`config.mk`:
```
export PLATFORM = sky130hd
export DESIGN_NAME = regfile_mp
export DESIGN_NICKNAME = d
export VERILOG_FILES = /design/src/rtl/regfile_mp.sv
export SDC_FILE = /design/constraint.sdc
export NUM_CORES = 2
export LEC_CHECK = 0
export CAP_MARGIN = 20
export CORE_MARGIN = 3
export CORE_UTILIZATION = 40
export CTS_CLUSTER_SIZE = 40
export DETAILED_ROUTE_END_ITERATION = 7
export PLACE_DENSITY = 0.58
export SETUP_SLACK_MARGIN = 0.2
export SLEW_MARGIN = 20
export SYNTH_ARGS = -nofsm -noshare
export SYNTH_HDL_FRONTEND = slang
export SYNTH_SLANG_ARGS = --single-unit
```
`constraint.sdc`:
```
create_clock -name clk -period 4.3 [get_ports clk]
set_input_delay 0.43 -clock clk [delete_from_list [all_inputs] [get_ports clk]]
set_output_delay 0.43 -clock clk [all_outputs]
set_load 0.01 [all_outputs]
```
`src/rtl/regfile_mp.sv`:
```
// Multi-port register file: NUM_WR prioritised write ports, NUM_RD combinational
// read ports with optional same-cycle bypass, and a hardware clear after reset.
module regfile_mp #(
  parameter int DATA_W = 32,
  parameter int ADDR_W = 5,
  parameter int NUM_RD = 4,
  parameter int NUM_WR = 2,
  parameter int BYPASS = 1
) (
  input  logic                       clk,
  input  logic                       rst,
  input  logic                       stallW,
  input  logic [NUM_WR-1:0]          we,
  input  logic [NUM_WR*ADDR_W-1:0]   wa,
  input  logic [NUM_WR*DATA_W-1:0]   wd,
  input  logic [NUM_RD*ADDR_W-1:0]   ra,
  output logic [NUM_RD*DATA_W-1:0]   rd,
  output logic                       init_busy
);

  localparam int DEPTH = 2**ADDR_W;

  typedef enum logic {CLEAR, RUN} state_t;

  state_t              state, state_nxt;
  logic [ADDR_W-1:0]   ptr;
  logic [DATA_W-1:0]   rf [DEPTH];
  logic [NUM_WR-1:0]   wr_eff;

  // A write only counts in RUN, when not stalled, and never to r0.
  always_comb begin
    // NOTE: every always_comb output gets a default first so no latch is inferred.
    wr_eff = '0;
    for (int k = 0; k < NUM_WR; k++) begin
      wr_eff[k] = we[k] && !stallW && (wa[k*ADDR_W +: ADDR_W] != '0) && (state == RUN);
    end
  end

  // Clear-sequence state and pointer; restarts from entry 1 on every reset.
  always_ff @(posedge clk or negedge rst) begin
    if (!rst) begin
      state <= CLEAR;
      ptr   <= ADDR_W'(1);
    end else begin
      state <= state_nxt;
      if (state == CLEAR) ptr <= ptr + ADDR_W'(1);
    end
  end

  always_comb begin
    state_nxt = state;
    init_busy = (state == CLEAR);
    case (state)
      CLEAR:   if (ptr == '1) state_nxt = RUN;
      RUN:     state_nxt = RUN;
      default: state_nxt = CLEAR;
    endcase
  end

  // NOTE: the storage array has no reset; the clear sequence zeroes it instead,
  // which keeps it mappable to plain RAM/flop arrays without a reset tree.
  always_ff @(posedge clk) begin
    if (state == CLEAR) begin
      rf[ptr] <= '0;
    end else begin
      // NOTE: ascending loop with non-blocking writes: the last (highest-index,
      // youngest) port assigned to an address is the value that commits.
      for (int k = 0; k < NUM_WR; k++) begin
        if (wr_eff[k]) rf[wa[k*ADDR_W +: ADDR_W]] <= wd[k*DATA_W +: DATA_W];
      end
    end
  end

  // Reads: array value, overridden by the youngest matching effective write
  // when bypassing; forced to zero for r0 and while clearing.
  always_comb begin
    logic [ADDR_W-1:0] a;
    logic [DATA_W-1:0] val;
    rd  = '0;
    a   = '0;
    val = '0;
    for (int j = 0; j < NUM_RD; j++) begin
      a   = ra[j*ADDR_W +: ADDR_W];
      val = rf[a];
      if (BYPASS != 0) begin
        for (int k = 0; k < NUM_WR; k++) begin
          if (wr_eff[k] && (wa[k*ADDR_W +: ADDR_W] == a)) val = wd[k*DATA_W +: DATA_W];
        end
      end
      if ((state != RUN) || (a == '0)) val = '0;
      rd[j*DATA_W +: DATA_W] = val;
    end
  end

endmodule

```
### Yosys cells after proc, flatten, opt, wreduce, memory -nomap -nowiden

Memories as Yosys holds them, arrays and structs flattened.
Index checks and enable logic that the tools add are counted.
Widths: inputs -> output; s select.

* bits in registers: 6
* RAM bits: 1024
* bits of input ports: 99
* output and inout bits: 129
* logic and storage cells: 64
* memories: 1

* $add $sub $neg: 1
* eq/ne operators: 9
* muxes and demuxes: 24
* bitwise gates (word level): 1
* reduce and logical (&&, ||, !) cells: 26

Memories
* rf: depth 32, width 32, read ports 4, clocked after Yosys merged registers in 0, wr ports 2, line 27 `logic [DATA_W-1:0] rf [DEPTH];`

Operators with widths (count)
* $mux 32: 13
* $eq 5x5->1: 8
* $reduce_or 32->1: 1
* $logic_not 5->1: 4
* $logic_and 1x1->1: 14
* $reduce_bool 5->1: 2
* $mux 1: 9
* $add 5x1->5 const B: 1
* $eq 5x5->1 const B: 1
* $mux 5: 1
* $logic_or 1x1->1: 4
* $pmux 1 s2: 1
* $logic_not 1->1: 1
* $not 1->1: 1

### Longest topological paths before layout

* depth in word-level cells: 9
* mapped depth: 10
* depth with buffers taken out: 6

### Least setup slack after synthesis

OpenSTA, ideal clock, no wires.

* kind: input to register
* from: input wa[0]
* to: memory rf[13][0], enable pin
* data arrival time: 3396 ps
* slack: 471 ps
* stages: 7
* cell sequence: buf_2 nor3_1 a21o_1 buf_2 mux2i_1 a22oi_1 o22ai_1

RTL lines
* start: declaration: line 14 `input logic [NUM_WR*ADDR_W-1:0] wa,`
* end: declaration: line 27

### Worst setup path in the final report

* from: input ra[13]
* to: output rd[73]

* cells in the longest elaborated chain, start to end: 5
* elaborated cells on any way between the ends: 10
* classes of those cells: eq/ne (2); mux (3); reduce/logical (4); memory (1)

Ends and longest elaborated chain
* start: declaration: line 16 `input logic [NUM_RD*ADDR_W-1:0] ra,`
* branches (longest 4 deep; another with $mem_v2 32x32)
* $mux 32 (*): line 90 `if ((state != RUN) || (a == '0)) val = '0;`
* end: declaration: line 17 `output logic [NUM_RD*DATA_W-1:0] rd,`

Every way passes the cells marked *.

==> run_results.csv <==
group,metric,value,unit
die,die_y,445,um
cts,cts_max_path_buffers,3,
cts,htree_levels,3,
timing,finalCriticalPeriod,4.14,ns
synth,synth_top_area_frac,0.399,
timing,tns,0,ns
synth,syn-num-nets,7908,
power,ir_drop,0.000368,V
critical_path,worst_ep_required_time,3.87,ns
route,ant_nets,0,
synth,yosys_warnings,0,
synth,ys.flop_type,"edfxtp_1",
synth,seq_area_frac_synth,0.401,
cts,cts_tree,"yes",
die,start_util,0.404,
synth,synth_common_cells,"nand2_1, mux2i_1, o21ai_0, edfxtp_1, clkbuf_1",
timing,drv_slew,0,
synth,yosys.area.top_type,"edfxtp_1",
route,wl_per_cell,38.5,um
route,dr_total_vias,73800,
cts,cts_sinks,1030,
final_layout,utilization,0.474,
critical_path,path_class,"input port to output port",
place,gp_congestion,0.988,
worst_hold_path,hp-class,"input port to asynchronous set/reset pin",
timing,rsz0062_at_grt,"true",
final_layout,drive_gt1_frac,0.161,
power,p_leak,32.8,nW
synth,post-synth-top-count-cell,"nand2_1",
place,hpwl,248000,um
cts,clk_pin_slew,0.06,ns
place,io_buffers,227,
place,placedCellCount,10100,
synth,synth_cells,7807,
synth,synth-edff-count,1024,
cts,clk_latency,0.78,ns
global_route,grt_max_degree,69,
synth,synth.avg_cell_area,9.88,um2
final_layout,num-nets-final,7867,
route,drc,0,
synth,synthArstFlopShare,0.00583,
synth,syn-cell-area,77200,um2
global_route,grt_use_total,0.390,
die,die_area,198000,um2
route,wirelength,400000,um
cts,numCtsBuffers,118,
flow_run,maxCapViolCount,0,
die,row_count,160,
final_layout,syn2layout_area_growth,17.4,%
synth,synth-seq-cells,1030,
synth,yosysUniqueCellTypes,59,
critical_path,endpoint_kind,"output port",
timing,fin_skew,0.0309,ns
die,die_w,445,um
die,io_pins,228,
global_route,antenna_found_initial,17,
power,power_density,291,nW/um2
die,core,191000,um2
timing,setup_viol,0,
global_route,grt_pass1_vias,68400,
route,vias_per_cell,7.10,
timing,maxSlewHeadroom,0.277,
critical_path,startpoint_type,"input port",
timing,max_clock_freq,241,MHz
global_route,grt_overflow,0,
run_status,outcome,"finished clean",
critical_path,arrival,3.71,ns
place,place_area,86300,um2
final_layout,nFillCells,17400,
synth,synth_area_leaders,"edfxtp_1, mux2i_1, mux4_2",
final_layout,instances_no_fill,10400,
route,drt_iter0_markers,13800,
route,dr.pass1.iters,8,
cts,cts-root-buf,"clkbuf_16",
critical_path,critPathMaxFanout,16,
timing,finalCritPeriodShare,0.964,
global_route,grt_pass1_wl,547000,um
final_layout,fin_area,90600,um2
timing,tightest_slew,1.08,ns
timing,hold_violations,0,
## power breakdown
part           internal, mW  total [mW]  switching (mW)  leakage (nW)
Combinational          1.47        4.18            2.70          19.5
Sequential             11.0        11.0         0.00857          11.3
Clock                  6.47        11.1            4.64          1.99
Total                  19.0        26.3            7.35          32.8
## placed cells by master (no fill, tap or decap), types with 59 or more instances in the layout
| cell type | instances |
|---|---|
| nor2_1 | 228 |
| mux2i_1 | 1252 |
| a211oi_1 | 120 |
| edfxtp_1 | 1024 |
| nand2_1 | 1546 |
| o21ai_1 | 59 |
| o22ai_1 | 499 |
| buf_4 | 347 |
| clkdlybuf4s50_1 | 215 |
| buf_12 | 184 |
| o21ai_0 | 1151 |
| nand4_1 | 100 |
| mux4_2 | 398 |
| clkbuf_16 | 119 |
| o2111ai_1 | 128 |
## worst paths after layout
path / from / to / slack (ns) / cells past startpoint
hold / removal: rst / ptr[4]$_DFFE_PN0N_ / 0.48 / 2
max in group asynchronous: rst / ptr[0]$_DFFE_PN1N_ / 3.54 / 2
hold reg to reg: ptr[0]$_DFFE_PN1N_ / ptr[0]$_DFFE_PN1N_ / 0.52 / 1
min in group clk: ptr[0]$_DFFE_PN1N_ / ptr[0]$_DFFE_PN1N_ / 0.52 / 1
setup / recovery: ra[13] / rd[73] / 0.16 / 10
setup reg to reg: state$_DFF_PN0_ / rf[6][21]$_DFFE_PP_ / 0.93 / 7
## critical path: stages
cell             delay (ns)
clkdlybuf4s50_1        0.52
buf_4                  0.29
nand4bb_4              0.28
buf_4                  0.35
o22ai_1                0.23
a211oi_1               0.37
and4_1                 0.35
o21ai_0                0.13
a22o_1                 0.22
clkdlybuf4s50_1        0.52
## cells by family after synthesis
logic type,after synthesis,share of synthesized area
XOR/XNOR,43,0.00488
flip-flops,1030,0.401
AO/OA/AOI/OAI,2059,0.155
buffers and inverters,964,0.0487
AND/OR/NAND/NOR,2051,0.110
adder cells (fa/ha/maj),2,0.000324
multiplexers,1658,0.280
## layer usage
layer	track usage	wire length, um	part of all wire
met5	0	120	0.00030
met4	0.289	35500	0.089
met3	0.129	60700	0.15
met2	0.551	164000	0.41
met1	0.495	139000	0.35
## state kept, by name, summed over array words and instances (netlist names)
name   cells
rf      1024
state      1
ptr        5
## area by class of cell
class	instances	area, um2	area share
well taps	2511	3140	0.0347
multi-input cells	5813	43600	0.481
flip-flops and latches	1030	30900	0.341
clock buffers	132	3030	0.0334
diodes	13	32.5	0.000359
clock inverters	87	1060	0.0117
inverters	40	154	0.00170
repair buffers	763	8660	0.0956
## what timing repair did
action	4_1_cts	5_1_grt
pin swaps	0	2
resized for setup	15	18
setup endpoints to repair	43	28
endpoints found under the hold margin	5	0
hold buffers	1	0
setup buffers	1	10
## through the flow
stage,setup slack [ns],hold slack (ns),total power [mW]
global placement,-0.178,0.506,15.2
floorplan,0.471,0.134,13.3
finish,0.157,0.481,26.3
CTS,0.210,0.469,26.1
detailed placement,-0.137,0.513,15.2
global route,0.131,0.534,26.7
Note: power is estimated with default switching activity, not from simulation.
